$ cat config.mk
export PLATFORM = sky130hd
export DESIGN_NAME = fsm_traffic_light_nway_flat
export DESIGN_NICKNAME = d
export VERILOG_FILES = /design/src/rtl/fsm_traffic_light_nway_if.sv /design/src/rtl/fsm_traffic_light_nway.sv /design/src/flat_wrapper.sv
export SDC_FILE = /design/constraint.sdc
export NUM_CORES = 1
export LEC_CHECK = 0
export CELL_PAD_IN_SITES_DETAIL_PLACEMENT = 1
export CELL_PAD_IN_SITES_GLOBAL_PLACEMENT = 1
export CORE_AREA = 10 10 56 58
export CTS_BUF_LIST = sky130_fd_sc_hd__clkbuf_16
export DETAILED_ROUTE_END_ITERATION = 6
export DIE_AREA = 0 0 66 68
export HOLD_SLACK_MARGIN = 0.08
export PLACE_DENSITY = 0.83
export SLEW_MARGIN = 25
export SYNTH_ARGS = -nofsm -noshare
export SYNTH_HDL_FRONTEND = slang
export SYNTH_SLANG_ARGS = --single-unit
export TNS_END_PERCENT = 5
$ cat constraint.sdc
create_clock -name i_clk -period 2.2 [get_ports i_clk]
set_input_delay 0.33 -clock i_clk [delete_from_list [all_inputs] [get_ports i_clk]]
set_output_delay 0.33 -clock i_clk [all_outputs]
set_load 0.01 [all_outputs]
$ cat src/rtl/fsm_traffic_light_nway_if.sv
// Signal bundle between the N-way traffic-light controller and its environment.
// The master side drives demand and parade requests; the slave (controller) drives the lamps.
interface fsm_traffic_light_nway_if #(
    parameter int N_DIR = 3,
    parameter int PTR_W = $clog2(N_DIR)
);
    logic [N_DIR-1:0]   i_traffic;
    logic               i_park;
    logic               i_release;
    logic [2*N_DIR-1:0] o_light;
    logic [PTR_W-1:0]   o_active;
    logic               o_park;
    // Phase register exposed for checkers: 0 GREEN, 1 YELLOW, 2 ALLRED.
    logic [1:0]         o_dbg_phase;

    modport master (
        output i_traffic,
        output i_park,
        output i_release,
        input  o_light,
        input  o_active,
        input  o_park,
        input  o_dbg_phase
    );

    modport slave (
        input  i_traffic,
        input  i_park,
        input  i_release,
        output o_light,
        output o_active,
        output o_park,
        output o_dbg_phase
    );
endinterface

$ cat src/rtl/fsm_traffic_light_nway.sv
// Round-robin N-direction traffic-light controller with minimum-green, yellow and parade hold.
// Optional macro FSM_TL_ALL_RED_EN inserts an all-red clearance phase after every yellow.
module fsm_traffic_light_nway #(
    parameter int N_DIR         = 3,
    parameter int MIN_GREEN_CYC = 8,
    parameter int YELLOW_CYC    = 3,
    parameter int ALLRED_CYC    = 2,
    parameter int PARADE_DIR    = 1,
    parameter int CNT_W         = 8
) (
    input  logic                        i_clk,
    input  logic                        i_rstn,
    fsm_traffic_light_nway_if.slave     bus
);

    localparam int PTR_W = $clog2(N_DIR);
    localparam int N_PAD = 1 << PTR_W;

    localparam logic [PTR_W-1:0] LAST_DIR    = PTR_W'(N_DIR - 1);
    localparam logic [PTR_W-1:0] PARADE_PTR  = PTR_W'(PARADE_DIR);
    localparam logic [CNT_W-1:0] GREEN_LAST  = CNT_W'(MIN_GREEN_CYC - 1);
    localparam logic [CNT_W-1:0] YELLOW_LAST = CNT_W'(YELLOW_CYC - 1);
`ifdef FSM_TL_ALL_RED_EN
    localparam logic [CNT_W-1:0] ALLRED_LAST = CNT_W'(ALLRED_CYC - 1);
`endif

    localparam logic [1:0] LAMP_GREEN  = 2'd0;
    localparam logic [1:0] LAMP_YELLOW = 2'd1;
    localparam logic [1:0] LAMP_RED    = 2'd2;

`ifdef FSM_TL_ALL_RED_EN
    typedef enum logic [1:0] {
        PH_GREEN  = 2'd0,
        PH_YELLOW = 2'd1,
        PH_ALLRED = 2'd2
    } phase_e;
`else
    typedef enum logic [1:0] {
        PH_GREEN  = 2'd0,
        PH_YELLOW = 2'd1
    } phase_e;
`endif

    typedef enum logic {
        PK_IDLE   = 1'b0,
        PK_PARADE = 1'b1
    } park_e;

    phase_e            phase_q, phase_d;
    park_e             park_q, park_d;
    logic [PTR_W-1:0]  ptr_q, ptr_d;
    logic [CNT_W-1:0]  timer_q, timer_d;

    logic [CNT_W-1:0]  timer_inc;
    logic [PTR_W-1:0]  ptr_next;
    logic [N_PAD-1:0]  traffic_pad;
    logic              parade_hold;
    logic              green_done;
    logic [2*N_DIR-1:0] light;

    always_ff @(posedge i_clk) begin
        if (!i_rstn) begin
            phase_q <= PH_GREEN;
            park_q  <= PK_IDLE;
            ptr_q   <= '0;
            timer_q <= '0;
        end else begin
            phase_q <= phase_d;
            park_q  <= park_d;
            ptr_q   <= ptr_d;
            timer_q <= timer_d;
        end
    end

    // Parade FSM: with both requests high the current state decides which one wins.
    always_comb begin
        park_d = park_q;
        case (park_q)
            PK_IDLE:   if (bus.i_park)    park_d = PK_PARADE;
            PK_PARADE: if (bus.i_release) park_d = PK_IDLE;
            default:   park_d = PK_IDLE;
        endcase
    end

    // Padding lets ptr_q index demand safely even when N_DIR is not a power of two.
    always_comb begin
        traffic_pad              = '0;
        traffic_pad[N_DIR-1:0]   = bus.i_traffic;
    end

    assign timer_inc   = (timer_q == {CNT_W{1'b1}}) ? timer_q : timer_q + CNT_W'(1);
    assign ptr_next    = (ptr_q == LAST_DIR) ? '0 : ptr_q + PTR_W'(1);
    assign parade_hold = (park_q == PK_PARADE) && (ptr_q == PARADE_PTR);
    assign green_done  = (timer_q >= GREEN_LAST) && !traffic_pad[ptr_q] && !parade_hold;

    always_comb begin
        phase_d = phase_q;
        ptr_d   = ptr_q;
        timer_d = timer_inc;
        case (phase_q)
            PH_GREEN: begin
                if (green_done) begin
                    phase_d = PH_YELLOW;
                    timer_d = '0;
                end
            end
            PH_YELLOW: begin
                if (timer_q == YELLOW_LAST) begin
`ifdef FSM_TL_ALL_RED_EN
                    phase_d = PH_ALLRED;
`else
                    phase_d = PH_GREEN;
                    ptr_d   = ptr_next;
`endif
                    timer_d = '0;
                end
            end
`ifdef FSM_TL_ALL_RED_EN
            PH_ALLRED: begin
                if (timer_q == ALLRED_LAST) begin
                    phase_d = PH_GREEN;
                    ptr_d   = ptr_next;
                    timer_d = '0;
                end
            end
`endif
            default: begin
                phase_d = PH_GREEN;
                ptr_d   = '0;
                timer_d = '0;
            end
        endcase
    end

    function automatic logic [1:0] lamp_code(input phase_e ph);
        case (ph)
            PH_GREEN:  lamp_code = LAMP_GREEN;
            PH_YELLOW: lamp_code = LAMP_YELLOW;
            default:   lamp_code = LAMP_RED;
        endcase
    endfunction

    // Only the direction at ptr_q can ever show a non-RED code.
    always_comb begin
        light = '0;
        for (int d = 0; d < N_DIR; d++) begin
            light[2*d +: 2] = (ptr_q == PTR_W'(d)) ? lamp_code(phase_q) : LAMP_RED;
        end
    end

    assign bus.o_light     = light;
    assign bus.o_active    = ptr_q;
    assign bus.o_park      = (park_q == PK_PARADE);
    assign bus.o_dbg_phase = phase_q;

endmodule

$ cat src/flat_wrapper.sv
// flat-port wrapper written by rule: the top's interface ports become plain ports
module fsm_traffic_light_nway_flat 
#(
    parameter int N_DIR         = 3,
    parameter int MIN_GREEN_CYC = 8,
    parameter int YELLOW_CYC    = 3,
    parameter int ALLRED_CYC    = 2,
    parameter int PARADE_DIR    = 1,
    parameter int CNT_W         = 8
)
  (i_clk, i_rstn, bus_i_traffic, bus_i_park, bus_i_release, bus_o_light, bus_o_active, bus_o_park, bus_o_dbg_phase);
  fsm_traffic_light_nway_if #(.N_DIR(N_DIR)) bus_i ();
  input  logic i_clk;
  input  logic i_rstn;
  input wire logic [$bits(bus_i.i_traffic)-1:0] bus_i_traffic;
  input wire logic [$bits(bus_i.i_park)-1:0] bus_i_park;
  input wire logic [$bits(bus_i.i_release)-1:0] bus_i_release;
  output wire logic [$bits(bus_i.o_light)-1:0] bus_o_light;
  output wire logic [$bits(bus_i.o_active)-1:0] bus_o_active;
  output wire logic [$bits(bus_i.o_park)-1:0] bus_o_park;
  output wire logic [$bits(bus_i.o_dbg_phase)-1:0] bus_o_dbg_phase;
  assign bus_i.i_traffic = bus_i_traffic;
  assign bus_i.i_park = bus_i_park;
  assign bus_i.i_release = bus_i_release;
  assign bus_o_light = bus_i.o_light;
  assign bus_o_active = bus_i.o_active;
  assign bus_o_park = bus_i.o_park;
  assign bus_o_dbg_phase = bus_i.o_dbg_phase;
  fsm_traffic_light_nway #(.N_DIR(N_DIR), .MIN_GREEN_CYC(MIN_GREEN_CYC), .YELLOW_CYC(YELLOW_CYC), .ALLRED_CYC(ALLRED_CYC), .PARADE_DIR(PARADE_DIR), .CNT_W(CNT_W)) u_core (.i_clk(i_clk), .i_rstn(i_rstn), .bus(bus_i));
endmodule
==> results by group, run 1 <==
GRT
  – Largest net degree at the start of global routing: 9
  – GRT Resource Usage Total: 0.0845
  – GR Overflow Total: 0
  – Initial antenna violation count: 0
  – Number of global-route vias before repair: approximately 650
  – First-pass GRT wire length: a little under 3000 microns

Layout
  – Share of cells above drive strength 1: 0.140
  – Final net count: around 100
  – Finished Cell Area: 932 sq um
  – Synth-to-layout area growth: 39.3%
  – Ant diodes: 0
  – Number of fill cells: 252
  – Sequential cell area: between 200 and 250 sq um
  – Area of the multi-input gates: between 300 and 400 sq um

Timing
  – F_max: around 0.53 GHz
  – Min cycle time layout: roughly 1.9 ns
  – Final WS setup: roughly 0.30 ns
  – Final setup vio count: 0
  – Tcrit/Tclk final: 0.863
  – Max-slew violation count: 0
  – Slew Limit Headroom: 0.658
  – Final Hold Fails: 0
  – Total negative slack: 0 ns
  – Least-Margin Pin Slew: approximately 0.51 ns
  – RSZ-0062 raised after global routing: false
  – Clock skew: around 0.00051 ns

Power
  – Psw: 0.113 mW
  – Comb pwr share: 0.069
  – P_leak: about 0.34 nW
  – Sw Share: 0.189
  – Clock share of power: 0.543
  – Reg power frac: 0.387
  – Pint: 0.485 mW
  – Pwr dens: 641 nW/um^2
  – Worst vdd ir: 0.000335 V

Drt
  – Residual DRC: 0
  – Avg WL per Cell: 14.3 microns
  – Met2 WL: 767 microns
  – Antenna Nets Post-Route: 0
  – Top layer in use: met4
  – Initial DRT Pass Iterations: 4
  – 1st-iter DRT viols: 9
  – Routed wl met3: roughly 140 microns
  – Via count: slightly above 600
  – WL final: approximately 1700 microns
  – Routed vias/inst: a little over 5
  – Metal-1 WL: 784 microns

Clock tree
  – Htree depth: 1
  – Post-CTS setup buffers: 0
  – Total CTS buffers: 3
  – Clock Path Buffers: 2
  – Hold buffer count at CTS: 0
  – Clock slew at reported path FFs: ~0.040 ns
  – CTS tree: done
  – # clock sinks: 12
  – Root Buffer: clkbuf_16
  – Post-CTS sizing: 0
  – Worst skew pair latency: 0.24 ns

Synth
  – Asr flop ratio synth: 0
  – FF+latch count, synth: 12
  – Most numerous cell in the Yosys netlist: nor2_1
  – Synthesized cell area: ~670 sq um
  – Syn_nets: 84
  – Share of the synthesized area in the top cell type: 0.359
  – Post-synthesis sequential area ratio: 0.359
  – Largest area contributor in the netlist: dfxtp_1
  – Commonest cells in the netlist: nor2_1, dfxtp_1, inv_1
  – Most used DFF post-synth: dfxtp_1
  – Ys Warns: 0
  – Synth area leaders: dfxtp_1, nor2_1, a211oi_2, mux2i_1, o311ai_4
  – Avg Synthesized Cell Area: between 8 and 9 sq um
  – Cells after synthesis: 75
  – Post-synth EDFFs: 0
  – Unique cell type count in the Yosys netlist: 31

Run
  – Max Cap Violations: 0

Die
  – I/O pins: 18
  – FP Rows: 17
  – DIE HEIGHT: between 60 and 70 microns
  – Die area: 4490 sq um
  – Die width: approximately 66 microns
  – Core area: approximately 2100 sq um
  – Initial Utilization: 0.318

Critical path
  – CP Capture Type: output port
  – Max FO, Critical Path: 7
  – Crit Path Category: flip-flop to output port
  – Worst setup SP type: flip-flop
  – Arr. time, crit path: about 1.6 ns
  – Data required, critical path: about 1.9 ns

Placement
  – RePlAce Congestion: around 0.76
  – Worst slack, placed: between 0.3 and 0.4 ns
  – Area post-placement: around 860 sq um
  – Post-DP HPWL: around 1400 microns
  – I/O Buffers: 16

Status
  – Status: finished clean

Worst hold path
  – Worst Hold Class: flip-flop to flip-flop
## power groups by stage
| stage | combinational (mW) | sequential (mW) | clock [mW] |
|---|---|---|---|
| global route | 0.0465 | 0.233 | 0.345 |
| floorplan | 0.0227 | 0.234 | 0 |
| detailed placement | 0.0422 | 0.235 | 0 |
| global placement | 0.0406 | 0.235 | 0 |
| finish | 0.0414 | 0.232 | 0.325 |
| CTS | 0.0425 | 0.231 | 0.336 |
## cell families after synthesis
| group | after synthesis | synth area share |
|---|---|---|
| buffers and inverters | 7 | 0.0449 |
| muxes | 3 | 0.0449 |
| and+or+nand+nor | 35 | 0.284 |
| xor gates and xnor gates | 4 | 0.0523 |
| other | 1 | 0.00560 |
| adders and majority gates | 2 | 0.0374 |
| AOI/OAI and AO/OA | 11 | 0.172 |
| DFF | 12 | 0.359 |
## final timing paths
check                       startpoint                   endpoint  slack (ns)  cells after the start
max             u_core.bus.o_active[1]             bus_o_light[0]        0.30                      3
min          u_core.bus.o_dbg_phase[0]  u_core.bus.o_dbg_phase[0]        0.51                      2
max reg2reg          u_core.timer_q[5]          u_core.timer_q[0]        0.37                      4
min reg2reg  u_core.bus.o_dbg_phase[0]  u_core.bus.o_dbg_phase[0]        0.51                      2
## final cells by class
cell class                 count  share of cell area
multi-input combinational     56               0.428
sequential                    12               0.258
timing repair buffer          16               0.172
inverter                       6              0.0242
clock buffer                   3              0.0805
tap                           28              0.0376
## placed cells by master (no fill, tap or decap), drive strengths merged, types with 3 or more instances in the layout
| cell | synthesis | routed |
|---|---|---|
| clkdlybuf4s50 | 0 | 16 |
| inv | 6 | 6 |
| xor2 | 3 | 3 |
| mux2i | 3 | 3 |
| dfxtp | 12 | 12 |
| a211oi | 3 | 3 |
| clkbuf | 0 | 3 |
| nor2 | 14 | 14 |
| nand2 | 3 | 3 |
| and2 | 3 | 3 |
| nor3 | 3 | 3 |
## metal layers
metal	vias up	global-route usage
met5	-	0
met2	24	0.143
met4	0	0.0471
met3	5	0.0294
li1	300	-
met1	283	0.0914
## sequential cells by signal, summed over array words and instances (netlist names)
signal and count:
u_core.timer_q 8, u_core.bus.o_active 2, u_core.bus.o_dbg_phase 1, u_core.bus.o_park 1
## per-stage QoR
| step | hold slack [ns] | cells | power (mW) | utilization |
|---|---|---|---|---|
| floorplan | 0.447 | 75 | 0.257 | - |
| global placement | 0.502 | 118 | 0.275 | 0.407 |
| detailed placement | 0.515 | 118 | 0.277 | 0.407 |
| CTS | 0.522 | 121 | 0.610 | 0.443 |
| global route | 0.566 | 121 | 0.624 | 0.443 |
| finish | 0.512 | 121 | 0.598 | 0.443 |
## critical path, cell delays in order (launching register included)
cell	delay [ns]
dfxtp_1	0.36
or2_2	0.34
nor2_1	0.09
clkdlybuf4s50_1	0.54
No activity file was read; power rests on OpenSTA's default activity.
==> run 2: changes to the inputs <==
Settings changed: RECOVER_POWER set to 50, REMOVE_ABC_BUFFERS set to 1.
==> results by group, run 2 (same netlist as run 1, synthesis figures left out) <==
Status
  – Status: finished clean

Timing
  – RSZ-0062 raised after global routing: false
  – Min cycle time layout: 1.94 ns (+0.0408 ns)
  – Final setup vio count: 0 (unchanged)
  – Final WS setup: 0.261 ns (-0.0408 ns)
  – Clock skew: 0.00293 ns (+0.00242 ns)
  – Final Hold Fails: 0 (unchanged)
  – Max-slew violation count: 0 (unchanged)
  – Tcrit/Tclk final: 0.881 (+0.0185)
  – Total negative slack: 0 ns (unchanged)
  – F_max: 0.516 GHz (-2.1%)

Worst hold path
  – Worst Hold End: u_core.timer_q[6]
  – Hold path cells: 2 (unchanged)
  – Hold Path Origin: u_core.timer_q[6]
  – Worst Hold Class: flip-flop to flip-flop

Power
  – Pint: 0.485 mW (about the same)
  – Sw Share: 0.196 (+0.00658)
  – Comb pwr share: 0.063 (-0.006)
  – Clock share of power: 0.553 (+0.010)
  – Pwr dens: 657 nW/um^2 (+2.4%)
  – Reg power frac: 0.384 (-0.003)
  – P_leak: 0.346 nW (+2.3%)
  – Psw: 0.118 mW (+4.4%)
  – Worst vdd ir: 0.000404 V (+21%)

Critical path
  – Max FO, Critical Path: 7 (unchanged)
  – R2r worst-path depth: 4 (unchanged)
  – R2r endpoint: u_core.timer_q[2]
  – CP Capture Type: output port
  – Worst setup SP type: flip-flop
  – Arr. time, crit path: 1.61 ns (+0.04 ns)
  – Crit Path Category: flip-flop to output port
  – Reg2Reg Launch Point: u_core.timer_q[5]
  – R2r setup slk: 0.27 ns (-0.10 ns)
  – Data required, critical path: 1.87 ns (about the same)

Clock tree
  – Clock Path Buffers: 2 (unchanged)
  – Htree depth: 1 (unchanged)
  – Post-CTS sizing: 0 (unchanged)
  – Post-CTS setup buffers: 0 (unchanged)
  – Root Buffer: clkbuf_16
  – # clock sinks: 12 (unchanged)
  – Total CTS buffers: 3 (unchanged)
  – Worst skew pair latency: 0.24 ns (about the same)
  – CTS tree: done
  – Hold buffer count at CTS: 0 (unchanged)
  – Clock slew at reported path FFs: 0.04 ns (about the same)

Placement
  – Post-DP HPWL: 1500 microns (+8.2%)
  – I/O Buffers: 16 (unchanged)
  – Worst slack, placed: 0.351 ns (-0.0220 ns)
  – RePlAce Congestion: 0.745 (-1.8%)

Die
  – Initial Utilization: 0.318 (unchanged)
  – DIE HEIGHT: 68 microns (unchanged)
  – Die area: 4490 sq um (unchanged)
  – Die width: 66 microns (unchanged)
  – Core area: 2110 sq um (unchanged)
  – I/O pins: 18 (unchanged)
  – FP Rows: 17 (unchanged)

Drt
  – Via count: 614 (+0.33%)
  – 1st-iter DRT viols: 8 (-1)
  – Antenna Nets Post-Route: 0 (unchanged)
  – WL final: 1840 microns (+6.3%)
  – Initial DRT Pass Iterations: 4 (unchanged)
  – Routed vias/inst: 5.03 (-0.50%)
  – Avg WL per Cell: 15.1 microns (+5.4%)
  – Residual DRC: 0 (unchanged)

Layout
  – Largest Register: u_core.timer_q
  – Most frequent cells in the layout: nor2_1, dfxtp_1, clkdlybuf4s50_1, inv_1, dlygate4sd3_1
  – Share of cells above drive strength 1: 0.0957 (-0.0440)
  – Synth-to-layout area growth: 37.2%
  – Ant diodes: 0 (unchanged)
  – Max reg flops: 8 (unchanged)
  – Most common cell after layout, fill and taps aside: nor2_1
  – Final net count: 104 (unchanged)

GRT
  – Number of global-route vias before repair: 646 (-0.77%)
  – GR Overflow Total: 0 (unchanged)
  – Largest net degree at the start of global routing: 9 (unchanged)
  – Initial antenna violation count: 0 (unchanged)
  – GRT Resource Usage Total: 0.0924 (+0.00795)
  – First-pass GRT wire length: 3030 microns (+2.8%)

Run
  – Max Cap Violations: 0 (unchanged)
-- run 2: critical path, stage by stage, from the launching register on --
cell and delay (ns):
dfxtp_1 0.37, or2_2 0.35, nor2_1 0.10, clkdlybuf4s50_1 0.55
-- run 2: layer usage --
layer  track usage  vias up  wire length [microns]
met5             0        -                      0
met4        0.0785        0                     71
li1              -      298                      -
met3        0.0343        5                    160
met2         0.143       21                    801
met1        0.0995      290                    810
-- run 2: cell type report --
type,instances,area (sq um)
clock inverters,1,3.75
multi-input cells,56,382
clock buffers,3,75.1
flip-flops and latches,12,240
inverters,6,22.5
fillers,246,1190
well taps,28,35.0
repair buffers,16,160
-- run 2: metrics by stage --
step | instances | instance area, sq um | utilization | hold slack (ns) | total power, mW
floorplan | 74 | 662 | - | 0.447 | 0.256
global placement | 118 | 857 | 0.407 | 0.500 | 0.275
detailed placement | 118 | 857 | 0.407 | 0.527 | 0.277
CTS | 122 | 936 | 0.444 | 0.546 | 0.618
global route | 122 | 918 | 0.436 | 0.572 | 0.632
finish | 122 | 918 | 0.436 | 0.531 | 0.603
-- run 2: power groups by stage --
| stage | logic, mW | clock network, mW | registers (mW) |
|---|---|---|---|
| 3_5_place_dp | 0.0414 | 0 | 0.236 |
| 2_1_floorplan | 0.0214 | 0 | 0.234 |
| 5_1_grt | 0.0423 | 0.357 | 0.233 |
| 4_1_cts | 0.0422 | 0.344 | 0.232 |
| 6_report | 0.0378 | 0.334 | 0.232 |
| 3_3_place_gp | 0.0405 | 0 | 0.235 |
-- run 2: worst max-delay path by stage --
stage / end / from / depth (start not counted) / slack (ns)
CTS: bus_o_light[0] / u_core.bus.o_active[1] / 3 / 0.23
floorplan: u_core.timer_q[7] / u_core.timer_q[4] / 4 / 0.47
finish: bus_o_light[0] / u_core.bus.o_active[1] / 3 / 0.26
detailed placement: u_core.timer_q[0] / u_core.timer_q[4] / 4 / 0.35
global placement: u_core.timer_q[5] / u_core.timer_q[4] / 4 / 0.39
global route: u_core.timer_q[4] / u_core.timer_q[4] / 4 / 0.18
